<file path="config.mk">
export PLATFORM = sky130hd
export DESIGN_NAME = wash_sense_timer
export DESIGN_NICKNAME = d
export VERILOG_FILES = /design/src/rtl/wash_sense_timer.sv
export SDC_FILE = /design/constraint.sdc
export NUM_CORES = 1
export LEC_CHECK = 0
export ABC_AREA = 1
export ABC_CLOCK_PERIOD_IN_PS = 1500
export BUFFER_PORTS_ARGS = -buffer_cell sky130_fd_sc_hd__buf_4
export CAP_MARGIN = 5
export CORE_MARGIN = 2
export CORE_UTILIZATION = 57
export DETAILED_ROUTE_END_ITERATION = 8
export PLACE_DENSITY = 0.84
export SYNTH_ARGS = -nofsm -noshare
export SYNTH_HDL_FRONTEND = slang
export SYNTH_HIERARCHICAL = 1
export SYNTH_SLANG_ARGS = --single-unit
</file>
<file path="constraint.sdc">
create_clock -name clk -period 1.5 [get_ports clk]
set_input_delay 0.15 -clock clk [delete_from_list [all_inputs] [get_ports clk]]
set_output_delay 0.15 -clock clk [all_outputs]
set_load 0.01 [all_outputs]
</file>
<file path="src/rtl/wash_sense_timer.sv">
// Conditions the tank level sensors and derives the wash/spin timeouts and the
// fill/drain/conflict fault latch that feed the washer controller FSM.

module wash_sense_deb #(
  parameter int DEB_CYCLES = 4,
  parameter int CNT_W      = 16
) (
  input  logic clk,
  input  logic reset,
  input  logic raw,
  output logic deb
);
  localparam logic [CNT_W-1:0] DEB_LAST = CNT_W'(DEB_CYCLES - 1);

  logic [1:0]       sync;
  logic [CNT_W-1:0] cnt;

  // sync[1] is the only copy of the raw sensor used downstream
  always_ff @(posedge clk or negedge reset) begin
    if (!reset) begin
      sync <= '0;
      cnt  <= '0;
      deb  <= 1'b0;
    end else begin
      sync <= {sync[0], raw};
      if (sync[1] == deb) begin
        cnt <= '0;
      end else if (cnt == DEB_LAST) begin
        cnt <= '0;
        deb <= ~deb;
      end else begin
        cnt <= cnt + 1'b1;
      end
    end
  end
endmodule

module wash_sense_timer #(
  parameter int DEB_CYCLES  = 4,
  parameter int CYCLE_TICKS = 16,
  parameter int SPIN_TICKS  = 8,
  parameter int FILL_LIMIT  = 64,
  parameter int DRAIN_LIMIT = 64,
  parameter int CNT_W       = 16
) (
  input  logic       clk,
  input  logic       reset,
  input  logic       fill_value_on,
  input  logic       drain_value_on,
  input  logic       motor_on,
  input  logic       door_lock,
  input  logic       level_hi_raw,
  input  logic       level_lo_raw,
  input  logic       fault_clr,
  output logic       water_filled,
  output logic       drained,
  output logic       cycle_timeout,
  output logic       spin_timeout,
  output logic       fault,
  output logic [1:0] fault_code
);
  localparam int NUM_SENS = 2;
  localparam logic [CNT_W-1:0] CYC_MAX    = CNT_W'(CYCLE_TICKS);
  localparam logic [CNT_W-1:0] SPIN_MAX   = CNT_W'(SPIN_TICKS);
  localparam logic [CNT_W-1:0] FILL_MAX   = CNT_W'(FILL_LIMIT);
  localparam logic [CNT_W-1:0] DRAIN_MAX  = CNT_W'(DRAIN_LIMIT);
  localparam logic [CNT_W-1:0] FILL_LAST  = CNT_W'(FILL_LIMIT - 1);
  localparam logic [CNT_W-1:0] DRAIN_LAST = CNT_W'(DRAIN_LIMIT - 1);

  logic [NUM_SENS-1:0] raw, deb;
  logic [CNT_W-1:0]    cyc_cnt, spin_cnt, fill_cnt, drain_cnt;
  logic                spin_run, fill_run, drain_run;
  logic                fill_hit, drain_hit, conflict;
  logic [1:0]          hit_code;

  assign raw = {level_lo_raw, level_hi_raw};

  for (genvar i = 0; i < NUM_SENS; i++) begin : g_deb
    wash_sense_deb #(.DEB_CYCLES(DEB_CYCLES), .CNT_W(CNT_W)) u_deb (
      .clk   (clk),
      .reset (reset),
      .raw   (raw[i]),
      .deb   (deb[i])
    );
  end

  // lo sensor idles at 0 (no water), so drained comes out of reset as 1
  assign water_filled = deb[0];
  assign drained      = ~deb[1];

  assign spin_run  = door_lock & drain_value_on & drained;
  assign fill_run  = door_lock & fill_value_on & ~water_filled;
  assign drain_run = door_lock & drain_value_on & ~drained;

  // watchdog counters saturate at their limit, so the hit stays asserted
  assign fill_hit  = fill_run & (fill_cnt >= FILL_LAST);
  assign drain_hit = drain_run & (drain_cnt >= DRAIN_LAST);
  assign conflict  = water_filled & drained;

  always_ff @(posedge clk or negedge reset) begin
    if (!reset) begin
      cyc_cnt   <= '0;
      spin_cnt  <= '0;
      fill_cnt  <= '0;
      drain_cnt <= '0;
    end else begin
      if (!door_lock || !motor_on)   cyc_cnt <= '0;
      else if (cyc_cnt != CYC_MAX)   cyc_cnt <= cyc_cnt + 1'b1;

      if (!spin_run)                 spin_cnt <= '0;
      else if (spin_cnt != SPIN_MAX) spin_cnt <= spin_cnt + 1'b1;

      if (fault_clr || !fill_run)    fill_cnt <= '0;
      else if (fill_cnt != FILL_MAX) fill_cnt <= fill_cnt + 1'b1;

      if (fault_clr || !drain_run)     drain_cnt <= '0;
      else if (drain_cnt != DRAIN_MAX) drain_cnt <= drain_cnt + 1'b1;
    end
  end

  assign cycle_timeout = (cyc_cnt == CYC_MAX);
  assign spin_timeout  = (spin_cnt == SPIN_MAX);

  always_comb begin
    hit_code = 2'b00;
    if (fill_hit)       hit_code = 2'b01;
    else if (drain_hit) hit_code = 2'b10;
    else if (conflict)  hit_code = 2'b11;
  end

  // first fault sticks until cleared; clear wins over a same-edge hit
  always_ff @(posedge clk or negedge reset) begin
    if (!reset) begin
      fault      <= 1'b0;
      fault_code <= 2'b00;
    end else if (fault_clr) begin
      fault      <= 1'b0;
      fault_code <= 2'b00;
    end else if (!fault && hit_code != 2'b00) begin
      fault      <= 1'b1;
      fault_code <= hit_code;
    end
  end
endmodule
</file>
==> results.sh, run 1 <==
export IMPL_synth_cell_area_mm2=0.00577
export IMPL_yosys_area_top_type="sky130_fd_sc_hd__dfrtp_1"
export IMPL_placement_rows=36
export IMPL_power_share_switching_pct=31.3
export IMPL_regToRegStartpoint="cyc_cnt[0]"
export IMPL_cp_arrival_ns=1.66
export IMPL_hold_path_class="in2async"
export IMPL_numPortBuffers=15
export IMPL_starting_density_of_the_core_pct=58.7
export IMPL_die_x_um=105
export IMPL_drive_above_1_share_pct=32.3
export IMPL_p_sw_mw=1.84
export IMPL_place_hpwl_um=8880
export IMPL_antennaDiodeCount=0
export IMPL_drc_errors=0
export IMPL_synthDistinctLibCells=31
export IMPL_synthToLayoutAreaGrowth_pct=29.4
export IMPL_rsz0062_at_grt="true"
export IMPL_core_area_mm2=0.00982
export IMPL_ctsHtreeMaxLevel=3
export IMPL_sequentialPowerShare_pct=53.1
export IMPL_detailedRoute_firstPassIterationCount=5
export IMPL_violations="negative setup slack"
export IMPL_wire_length_of_the_first_global_routing_pass_um=23300
export IMPL_total_count_of_max_transition_violations_in_the_final_report=0
export IMPL_clock_group_share_of_total_power_pct=28.4
export IMPL_final_critical_path_setup_slack_ns=-0.306
export IMPL_fp_dieH_um=105
export IMPL_synth_ff_latch_count=105
export IMPL_power_density_mw_per_mm2=787
export IMPL_syn_num_nets=769
export IMPL_area_sequential_mm2=0.00264
export IMPL_ys_seq_area_share_pct=45.6
export IMPL_avgSynthCellArea_um2=7.69
export IMPL_category_of_the_worst_setup_path_launch_point="flip-flop"
export IMPL_timing_hold_ws_ns=0.226
export IMPL_timing_critical_path_slowest_cell_delay_ns=0.42
export IMPL_groute_usage_overall_pct=25.8
export IMPL_detail_route_antenna_nets=0
export IMPL_grt_max_degree=30
export IMPL_clock_root_buffer="sky130_fd_sc_hd__clkbuf_8"
export IMPL_max_clk_rate_mhz=554
export IMPL_timing_hold_violations_final=0
export IMPL_maxSlewHeadroom_pct=69.9
export IMPL_leakagePower_nw=3.39
export IMPL_layout_filler_cells=629
export IMPL_setup_violations=36
export IMPL_1st_iter_drt_viols=392
export IMPL_path_cells="inv_2 -> ha_4 -> nand4_1 -> nor4_2 -> nand2_1 -> inv_1 -> buf_6"
export IMPL_internal_power_mw=4.04
export IMPL_grt_remaining_overflow=0
export IMPL_worst_flop_to_flop_path_endpoint="cyc_cnt[10]"
export IMPL_worstSetupPathType="reg2out"
export IMPL_utilization_pct=76.0
export IMPL_worst_slew_pin_slew_ns=0.451
export IMPL_tritoncts_num_buffers=9
export IMPL_cts_tree="built"
export IMPL_critPathMaxFanout=2
export IMPL_layout_cells_non_filler=993
export IMPL_worst_skew_pair_late_latency_ns=0.39
export IMPL_design_portCount=16
export IMPL_clock_skew_final_ns=0.0121
export IMPL_max_clock_path_buffers=2
export IMPL_dp_worst_setup_slack_ns=-0.0730
export IMPL_worst_case_vdd_ir_drop_v=0.000724
export IMPL_synth_fa_ha_area_share_pct=2.17
export IMPL_postRouteWirelength_um=16800
export IMPL_grt_antenna_before_repair=0
export IMPL_number_of_global_route_vias_before_repair=5242
export IMPL_final_net_count=874
export IMPL_worst_endpoint_required_ns=1.35
export IMPL_yosys_area_share_simple_pct=34.8
export IMPL_post_drt_via_cell_ratio=5.79
export IMPL_synth_top_area_share_pct=45.6
export IMPL_slowest_stage="sky130_fd_sc_hd__dfrtp_1"
export IMPL_max_cap_viol_count=0
export IMPL_ff2ff_path_depth=10
export IMPL_numClockSinks=105
export IMPL_outcome="finished with violations"
export IMPL_synth_mux_area_share_pct=0
export IMPL_period_share_pct=120
export IMPL_multi_input_area_mm2=0.00323
export IMPL_synthXorXnorAreaFrac_pct=2.89
export IMPL_post_route_min_period_ns=1.81
export IMPL_synth_compound_area_share_pct=7.14
export IMPL_ys_top_cells_by_area="sky130_fd_sc_hd__dfrtp_1 46%, sky130_fd_sc_hd__nand2_1 10%, sky130_fd_sc_hd__nor2_1 7.7%"
export IMPL_main_combinational_cell_family_by_area_after_synthesis="simple AND/OR/NAND/NOR gates"
export IMPL_place_inst=915
export IMPL_synthesis_instances=750
export IMPL_dr_total_vias=5750
export IMPL_number_of_warning_messages_in_the_yosys_log=6
export IMPL_die_area_mm2=0.0109
export IMPL_clk_transition_reported_paths_ns=0.10
export IMPL_gp_congestion=0.929
export IMPL_combPwrFrac_pct=18.5
export IMPL_worstSetupEndpointType="primary output"
export IMPL_r2r_setup_slack_ns=-0.19
export IMPL_route_detailed_wl_per_inst_um=17.0
-- kinds of logic after synthesis --
logic type	Yosys count
buffers and inverters	113
flip-flops	105
adder cells (fa/ha/maj)	10
XOR/XNOR	19
AO/OA/AOI/OAI	79
AND/OR/NAND/NOR	424
-- timing repair --
item | 4_1_cts | 5_1_grt
resized for setup | 49 | 123
hold buffers | 4 | 0
endpoints found under the setup margin | 11 | 51
setup buffers | 26 | 35
endpoints found under the hold margin | 26 | 0
pin swaps | 23 | 59
-- power by group through the flow --
stage | combinational [mW] | clock (mW) | sequential [mW]
5_1_grt | 1.19 | 1.80 | 3.13
3_3_place_gp | 0.837 | 0 | 3.14
6_report | 1.08 | 1.67 | 3.12
4_1_cts | 0.949 | 1.68 | 3.10
2_1_floorplan | 0.506 | 0 | 3.14
3_5_place_dp | 0.873 | 0 | 3.15
-- registers in the layout (all words and copies together), names as in the netlist, 2 cells and up --
name,flops
cyc_cnt,16
drain_cnt,16
fault_code,2
fill_cnt,16
g_deb.u_deb/cnt,32
g_deb.u_deb/deb,2
g_deb.u_deb/sync,4
spin_cnt,16
-- layer usage --
metal  part of all wire (%)  vias to the layer above  GRT usage [%]
met4                    5.3                        0           10.2
met1                     36                     2745           30.1
met3                    6.0                      109           4.24
li1                       -                     2604              -
met2                     53                      292           47.1
met5                      0                        -              0
-- cells in the mapped netlist --
master	instances
sky130_fd_sc_hd__ha_1	10
sky130_fd_sc_hd__a21oi_1	39
sky130_fd_sc_hd__and3_1	2
sky130_fd_sc_hd__nand3_1	45
sky130_fd_sc_hd__a211oi_1	3
sky130_fd_sc_hd__nor3_1	19
sky130_fd_sc_hd__clkbuf_1	1
sky130_fd_sc_hd__nor3b_2	5
sky130_fd_sc_hd__nor3_4	3
sky130_fd_sc_hd__or2_0	1
sky130_fd_sc_hd__o21a_1	3
sky130_fd_sc_hd__nand4_1	21
sky130_fd_sc_hd__buf_2	3
sky130_fd_sc_hd__nor3_2	2
sky130_fd_sc_hd__nand3_2	7
sky130_fd_sc_hd__o21ai_1	4
sky130_fd_sc_hd__nor2_1	118
sky130_fd_sc_hd__dfrtp_1	105
sky130_fd_sc_hd__nor2_2	24
sky130_fd_sc_hd__inv_2	9
sky130_fd_sc_hd__nor2_4	4
sky130_fd_sc_hd__o21ai_0	29
sky130_fd_sc_hd__nand2_2	9
sky130_fd_sc_hd__a31oi_1	1
sky130_fd_sc_hd__nand2_1	156
sky130_fd_sc_hd__clkinv_1	1
sky130_fd_sc_hd__inv_1	99
sky130_fd_sc_hd__xor2_1	16
sky130_fd_sc_hd__nand4_2	1
sky130_fd_sc_hd__xnor2_1	3
sky130_fd_sc_hd__nor4_1	7
-- worst max-delay path by stage --
| stage | from | to | slack, ns |
|---|---|---|---|
| after global routing | cyc_cnt[0] | cycle_timeout | -0.34 |
| after detailed placement | fill_cnt[1] | fill_cnt[0] | -0.07 |
| final | cyc_cnt[0] | cycle_timeout | -0.31 |
| after global placement | fill_cnt[0] | fill_cnt[14] | -0.003 |
| after floorplan | drain_cnt[0] | drain_cnt[14] | 0.03 |
| after CTS | cyc_cnt[0] | cycle_timeout | -0.26 |
-- worst max-delay path: cells and delay by family, from the launching register on --
| family | cells | cell delay (ns) |
|---|---|---|
| AND/OR/NAND/NOR | 3 | 0.43 |
| buffers and inverters | 3 | 0.31 |
| adder cells (fa/ha/maj) | 1 | 0.12 |
| flip-flops | 1 | 0.42 |
-- placed cells by master, fill, tap and decap left out, types with 24 or more instances in the layout --
master                      n
sky130_fd_sc_hd__a21oi_1   33
sky130_fd_sc_hd__inv_1     82
sky130_fd_sc_hd__buf_4     76
sky130_fd_sc_hd__nand3_1   34
sky130_fd_sc_hd__nor2_2    26
sky130_fd_sc_hd__nor2_1   102
sky130_fd_sc_hd__inv_2     24
sky130_fd_sc_hd__nand2_1  137
sky130_fd_sc_hd__dfrtp_1   94
-- cell type report --
cell class                 count  area share [%]
timing repair buffer          98            11.1
inverter                     109            5.55
clock inverter                 6           0.570
multi-input combinational    532            43.3
sequential                   105            35.4
tap                          133            2.23
clock buffer                  10            1.85
-- per-stage QoR --
step | TNS [ns] | instance area, um^2 | total power [mW]
finish | -2.88 | 7460 | 5.87
floorplan | 0 | 5770 | 3.65
CTS | -0.569 | 6790 | 5.74
detailed placement | -0.209 | 6210 | 4.03
global route | -5.99 | 7460 | 6.12
global placement | -0.00291 | 6210 | 3.98
(Power assumes the default switching activity.)
==> run 2, diff against run 1 <==
--- a/config.mk
+++ b/config.mk
@@ -13,6 +13,7 @@
 export CORE_UTILIZATION = 57
 export DETAILED_ROUTE_END_ITERATION = 8
 export PLACE_DENSITY = 0.84
+export SETUP_SLACK_MARGIN = 0.05
 export SYNTH_ARGS = -nofsm -noshare
 export SYNTH_HDL_FRONTEND = slang
 export SYNTH_HIERARCHICAL = 1
==> results.sh, run 2 (same netlist as run 1, synthesis figures left out) <==
export IMPL_grt_antenna_before_repair=0
export IMPL_rsz0062_at_grt="true"
export IMPL_layout_filler_cells=638
export IMPL_1st_iter_drt_viols=429
export IMPL_worst_slew_pin_slew_ns=0.408
export IMPL_place_hpwl_um=8590
export IMPL_drc_errors=0
export IMPL_setup_violations=27
export IMPL_clock_root_buffer="sky130_fd_sc_hd__clkbuf_8"
export IMPL_combPwrFrac_pct=19.3
export IMPL_leakagePower_nw=3.44
export IMPL_numPortBuffers=15
export IMPL_die_x_um=105
export IMPL_category_of_the_worst_setup_path_launch_point="flip-flop"
export IMPL_final_critical_path_setup_slack_ns=-0.237
export IMPL_max_clock_path_buffers=2
export IMPL_power_density_mw_per_mm2=781
export IMPL_cp_arrival_ns=2.04
export IMPL_worst_path_dominant_cell_family="simple AND/OR/NAND/NOR gates"
export IMPL_max_cap_viol_count=0
export IMPL_internal_power_mw=3.98
export IMPL_route_detailed_wl_per_inst_um=16.7
export IMPL_largest_reg_flops=32
export IMPL_path_buf_inv=4
export IMPL_post_drt_via_cell_ratio=5.68
export IMPL_regMostFlops="g_deb.u_deb/cnt"
export IMPL_slowest_stage="sky130_fd_sc_hd__dfrtp_1"
export IMPL_clk_transition_reported_paths_ns=0.10
export IMPL_worstSetupPathType="reg2reg"
export IMPL_ctsHtreeMaxLevel=3
export IMPL_p_sw_mw=1.80
export IMPL_wire_length_of_the_first_global_routing_pass_um=22600
export IMPL_ff2ff_path_depth=10
export IMPL_numClockSinks=105
export IMPL_starting_density_of_the_core_pct=58.7
export IMPL_detail_route_antenna_nets=0
export IMPL_groute_usage_overall_pct=25.0
export IMPL_timing_hold_violations_final=0
export IMPL_cts_tree="built"
export IMPL_postRouteWirelength_um=16400
export IMPL_worstSetupEndpointType="flip-flop"
export IMPL_worst_flop_to_flop_path_endpoint="cyc_cnt[15]"
export IMPL_r2r_setup_slack_ns=-0.24
export IMPL_path_cells="inv_2 -> buf_4 -> buf_6 -> nor3_4 -> inv_2 -> nor2_4 -> nand2_4 -> nor2_4 -> o21ai_1 -> a21oi_1"
export IMPL_outcome="finished with violations"
export IMPL_hold_path_class="in2async"
export IMPL_timing_hold_ws_ns=0.212
export IMPL_final_common_cell="sky130_fd_sc_hd__nand2_1"
export IMPL_worst_skew_pair_late_latency_ns=0.38
export IMPL_max_clk_rate_mhz=576
export IMPL_total_count_of_max_transition_violations_in_the_final_report=0
export IMPL_design_portCount=16
export IMPL_critPathMaxFanout=3
export IMPL_grt_max_degree=53
export IMPL_clock_skew_final_ns=0.00912
export IMPL_fp_dieH_um=105
export IMPL_timing_critical_path_slowest_cell_delay_ns=0.40
export IMPL_most_common_layout_cells="133 x sky130_fd_sc_hd__nand2_1, 105 x sky130_fd_sc_hd__nor2_1, 96 x sky130_fd_sc_hd__dfrtp_1"
export IMPL_cp_num_cells=10
export IMPL_power_share_switching_pct=31.2
export IMPL_post_route_min_period_ns=1.74
export IMPL_maxSlewHeadroom_pct=72.7
export IMPL_worst_case_vdd_ir_drop_v=0.000574
export IMPL_placement_rows=36
export IMPL_gp_congestion=0.908
export IMPL_dp_worst_setup_slack_ns=-0.189
export IMPL_synthToLayoutAreaGrowth_pct=28.4
export IMPL_regToRegStartpoint="cyc_cnt[0]"
export IMPL_core_area_mm2=0.00982
export IMPL_crit_path_start="cyc_cnt[0]"
export IMPL_tritoncts_num_buffers=9
export IMPL_worst_endpoint_required_ns=1.80
export IMPL_violations="negative setup slack"
export IMPL_period_share_pct=116
export IMPL_antennaDiodeCount=0
export IMPL_grt_remaining_overflow=0
export IMPL_detailedRoute_firstPassIterationCount=6
export IMPL_sequentialPowerShare_pct=53.4
export IMPL_clock_group_share_of_total_power_pct=27.3
export IMPL_dr_total_vias=5603
export IMPL_number_of_global_route_vias_before_repair=5144
export IMPL_die_area_mm2=0.0109
export IMPL_drive_above_1_share_pct=32.0
export IMPL_final_net_count=869
run 2: changes by cell type in the layout (fill, tap and decap cells not counted), sizes merged:
cell,change
clkbuf,-1
clkinv,+2
buf,-5
inv,-1
clkinvlp,-1
run 2: worst max-delay path by stage:
stage,end,slack (ns)
floorplan,drain_cnt[14],0.04
global placement,fill_cnt[14],0.02
detailed placement,fill_cnt[14],-0.19
CTS,cycle_timeout,-0.24
global route,cycle_timeout,-0.31
finish,cyc_cnt[15],-0.24
run 2: power by group through the flow:
stage          logic, mW  registers [mW]  clock network [mW]
3_5_place_dp       0.909            3.15                   0
4_1_cts            0.978            3.09                1.58
6_report            1.12            3.09                1.58
3_3_place_gp       0.855            3.14                   0
5_1_grt             1.24            3.10                1.69
2_1_floorplan      0.506            3.14                   0
run 2: layout make-up:
| type | count | area, um^2 | area share (%) |
|---|---|---|---|
| Tap cell | 133 | 166 | 2.25 |
| Clock inverter | 6 | 36.3 | 0.490 |
| Multi-Input combinational cell | 532 | 3220 | 43.5 |
| Clock buffer | 9 | 124 | 1.67 |
| Inverter | 109 | 420 | 5.68 |
| Timing Repair Buffer | 93 | 797 | 10.8 |
| Sequential cell | 105 | 2640 | 35.6 |
run 2: through the flow:
step                      total power [mW]  TNS (ns)  instance area [um^2]  util (%)  cells
after CTS                             5.65    -0.556                  6760      68.9    958
after global placement                4.00         0                  6190      63.0    912
after global routing                  6.02     -4.84                  7410      75.4    987
after detailed placement              4.06    -0.341                  6190      63.0    912
final                                 5.78     -2.62                  7410      75.4    987
after floorplan                       3.65         0                  5770         -    750
run 2: metal layers:
layer | vias to the layer above | global-route usage [%] | wire length, um
met2 | 241 | 43.6 | 8410
li1 | 2597 | - | -
met1 | 2679 | 30.8 | 6300
met5 | - | 0 | 0
met4 | 0 | 10.2 | 865
met3 | 86 | 4.18 | 859
run 2: repair_timing:
item	4_1_cts	5_1_grt
gates resized for setup	52	126
pin swaps	25	53
endpoints found under the setup margin	19	54
hold buffers	4	0
buffers inserted	27	33
hold endpoints to repair	56	0
==> run 3, diff against run 2 <==
--- a/config.mk
+++ b/config.mk
@@ -5,15 +5,15 @@
 export SDC_FILE = /design/constraint.sdc
 export NUM_CORES = 1
 export LEC_CHECK = 0
-export ABC_AREA = 1
 export ABC_CLOCK_PERIOD_IN_PS = 1500
 export BUFFER_PORTS_ARGS = -buffer_cell sky130_fd_sc_hd__buf_4
 export CAP_MARGIN = 5
 export CORE_MARGIN = 2
-export CORE_UTILIZATION = 57
+export CORE_UTILIZATION = 56
 export DETAILED_ROUTE_END_ITERATION = 8
-export PLACE_DENSITY = 0.84
+export PLACE_DENSITY = 0.83
 export SETUP_SLACK_MARGIN = 0.05
+export SLEW_MARGIN = 20
 export SYNTH_ARGS = -nofsm -noshare
 export SYNTH_HDL_FRONTEND = slang
 export SYNTH_HIERARCHICAL = 1
==> results.sh, run 3 <==
export IMPL_outcome="finished with violations"
export IMPL_violations="negative setup slack"
export IMPL_design_portCount=16
export IMPL_max_cap_viol_count=0
export IMPL_rsz0062_at_grt="true"
export IMPL_critPathMaxFanout=2
export IMPL_groute_usage_overall_pct=28.7
export IMPL_avgSynthCellArea_um2=9.90
export IMPL_synth_most_common_cell="sky130_fd_sc_hd__dfrtp_1"
export IMPL_dp_worst_setup_slack_ns=-0.439
export IMPL_yosys_area_share_simple_pct=27.7
export IMPL_synth_mux_area_share_pct=1.21
export IMPL_synth_ff_latch_count=105
export IMPL_path_cells="inv_1 -> ha_1 -> or4b_4 -> or3_4 -> o31ai_4 -> xor2_1 -> nor2_1"
export IMPL_final_net_count=697
export IMPL_worst_skew_pair_late_latency_ns=0.39
export IMPL_fin_tns_setup_ns=-9.79
export IMPL_ys_seq_area_share_pct=49.0
export IMPL_timing_hold_violations_final=0
export IMPL_wire_length_of_the_first_global_routing_pass_um=23300
export IMPL_worstSetupPathType="reg2reg"
export IMPL_grt_remaining_overflow=0
export IMPL_final_common_cell="sky130_fd_sc_hd__buf_4"
export IMPL_hold_path_class="in2async"
export IMPL_period_share_pct=132
export IMPL_route_detailed_wl_per_inst_um=22.9
export IMPL_post_route_min_period_ns=1.98
export IMPL_synth_compound_area_share_pct=3.99
export IMPL_die_area_mm2=0.0104
export IMPL_fp_dieH_um=102
export IMPL_worst_slew_pin_slew_ns=0.623
export IMPL_main_combinational_cell_family_by_area_after_synthesis="simple AND/OR/NAND/NOR gates"
export IMPL_place_hpwl_um=7700
export IMPL_cp_arrival_ns=2.25
export IMPL_antennaDiodeCount=0
export IMPL_grt_antenna_before_repair=0
export IMPL_synth_cell_area_mm2=0.00536
export IMPL_postRouteWirelength_um=18600
export IMPL_synthesis_instances=542
export IMPL_total_count_of_max_transition_violations_in_the_final_report=0
export IMPL_timing_hold_ws_ns=0.227
export IMPL_max_clk_rate_mhz=506
export IMPL_worst_case_vdd_ir_drop_v=0.000706
export IMPL_layout_filler_cells=423
export IMPL_finish_instance_area_mm2=0.00766
export IMPL_final_critical_path_setup_slack_ns=-0.477
export IMPL_drc_errors=0
export IMPL_largest_reg_flops=32
export IMPL_gp_congestion=0.839
export IMPL_ys_top_cells_by_area="sky130_fd_sc_hd__dfrtp_1 49%, sky130_fd_sc_hd__xnor2_1 7.0%, sky130_fd_sc_hd__nor2_1 6.6%"
export IMPL_placed_area_mm2=0.00623
export IMPL_detailedRoute_firstPassIterationCount=5
export IMPL_dominantRegCellSynth="sky130_fd_sc_hd__dfrtp_1"
export IMPL_setup_violations=69
export IMPL_dr_total_vias=5166
export IMPL_clock_root_buffer="sky130_fd_sc_hd__clkbuf_8"
export IMPL_syn_num_nets=561
export IMPL_yosys_area_top_type="sky130_fd_sc_hd__dfrtp_1"
export IMPL_synth_edf_count=0
export IMPL_number_of_warning_messages_in_the_yosys_log=6
export IMPL_power_density_mw_per_mm2=907
export IMPL_regMostFlops="g_deb.u_deb/cnt"
export IMPL_numPortBuffers=15
export IMPL_slowest_stage="sky130_fd_sc_hd__or4b_4"
export IMPL_tritoncts_num_buffers=9
export IMPL_synthDistinctLibCells=45
export IMPL_leakagePower_nw=3.17
export IMPL_most_common_layout_cells="105 x sky130_fd_sc_hd__buf_4, 102 x sky130_fd_sc_hd__dfrtp_1, 69 x sky130_fd_sc_hd__nor2_1"
export IMPL_max_clock_path_buffers=2
export IMPL_worst_endpoint_required_ns=1.77
export IMPL_numClockSinks=105
export IMPL_cts_tree="built"
export IMPL_synth_fa_ha_area_share_pct=2.33
export IMPL_core_area_mm2=0.00928
export IMPL_die_x_um=102
export IMPL_detail_route_antenna_nets=0
export IMPL_r2r_setup_slack_ns=-0.48
export IMPL_number_of_global_route_vias_before_repair=4786
export IMPL_clk_transition_reported_paths_ns=0.11
export IMPL_post_drt_via_cell_ratio=6.36
export IMPL_clock_skew_final_ns=0.0148
export IMPL_starting_density_of_the_core_pct=57.8
export IMPL_maxSlewHeadroom_pct=58.4
export IMPL_drive_above_1_share_pct=43.9
export IMPL_category_of_the_worst_setup_path_launch_point="flip-flop"
export IMPL_timing_critical_path_slowest_cell_delay_ns=0.46
export IMPL_grt_max_degree=36
export IMPL_synth_top_area_share_pct=49.0
export IMPL_placement_rows=35
export IMPL_worstSetupEndpointType="flip-flop"
export IMPL_1st_iter_drt_viols=505
export IMPL_synthXorXnorAreaFrac_pct=12.4
export IMPL_synth_async_sr_flop_share_pct=100
export IMPL_ctsHtreeMaxLevel=3
export IMPL_synthToLayoutAreaGrowth_pct=42.9
export IMPL_synthTopCellsByCount="105 x sky130_fd_sc_hd__dfrtp_1, 95 x sky130_fd_sc_hd__nor2_1, 43 x sky130_fd_sc_hd__xnor2_1, 33 x sky130_fd_sc_hd__xor2_1, 32 x sky130_fd_sc_hd__nand2_1"
run 3: path summary, 6_finish.rpt:
path                                             start                endpoint  cells past startpoint
worst max-delay path                      drain_cnt[1]            drain_cnt[2]                      7
worst min-delay path                             reset              cyc_cnt[1]                      2
worst max register to register            drain_cnt[1]            drain_cnt[2]                      7
worst min register to register  g_deb[0].u_deb/sync[0]  g_deb[0].u_deb/sync[1]                      0
max in group asynchronous                        reset             spin_cnt[9]                      3
min in group clk                        drain_value_on             spin_cnt[2]                      4
run 3: per-stage QoR:
step / util [%] / cells / power (mW)
6_report: 82.5 / 812 / 6.95
2_1_floorplan: - / 542 / 3.69
3_3_place_gp: 67.1 / 754 / 4.18
5_1_grt: 82.5 / 812 / 7.10
4_1_cts: 74.0 / 796 / 6.27
3_5_place_dp: 67.1 / 754 / 4.23
run 3: power by group:
part	internal [mW]	switching, mW	total (mW)
clock network	0.818	1.08	1.90
registers	2.95	0.131	3.08
logic	0.850	1.11	1.96
run 3: cells by family (layout without fill, tap and decap cells):
family                   after synthesis  in the layout
flip-flops                           105            105
XOR/XNOR                              76             76
buffers and inverters                 41            182
AND/OR/NAND/NOR                      271            271
AO/OA/AOI/OAI                         33             33
adder cells (fa/ha/maj)               10             10
multiplexers                           6              6
run 3: critical path: cells and delay by family, from the launching register on:
| family | cells | cell delay (ns) |
|---|---|---|
| flops | 1 | 0.40 |
| xor+xnor | 1 | 0.16 |
| compound gates | 1 | 0.19 |
| fa+ha+maj | 1 | 0.14 |
| buf+inv | 1 | 0.06 |
| simple gates | 3 | 0.93 |
run 3: layout make-up:
class	count	area, um^2	share of cell area (%)
Clock inverter	6	67.6	0.882
Multi-Input combinational cell	396	3380	44.2
Clock buffer	10	138	1.80
Inverter	31	116	1.52
Sequential cell	105	2630	34.3
Timing Repair Buffer	135	1160	15.2
Tap cell	129	161	2.11
run 3: repair_timing:
action / CTS / global route
hold endpoints to repair: 26 / 0
gates cloned: 1 / 1
pin swaps: 28 / 87
hold buffers: 4 / 0
setup endpoints to repair: 65 / 90
setup buffers: 23 / 23
resized for setup: 45 / 153
run 3: metal layers:
layer  routed length [um]  GRT usage, %  vias to the layer above
li1                     -             -                     2117
met1                 6860          36.4                     2557
met2                 9280          48.5                      389
met3                 1580          4.92                      103
met4                  909          13.2                        0
met5                    0             0                        -
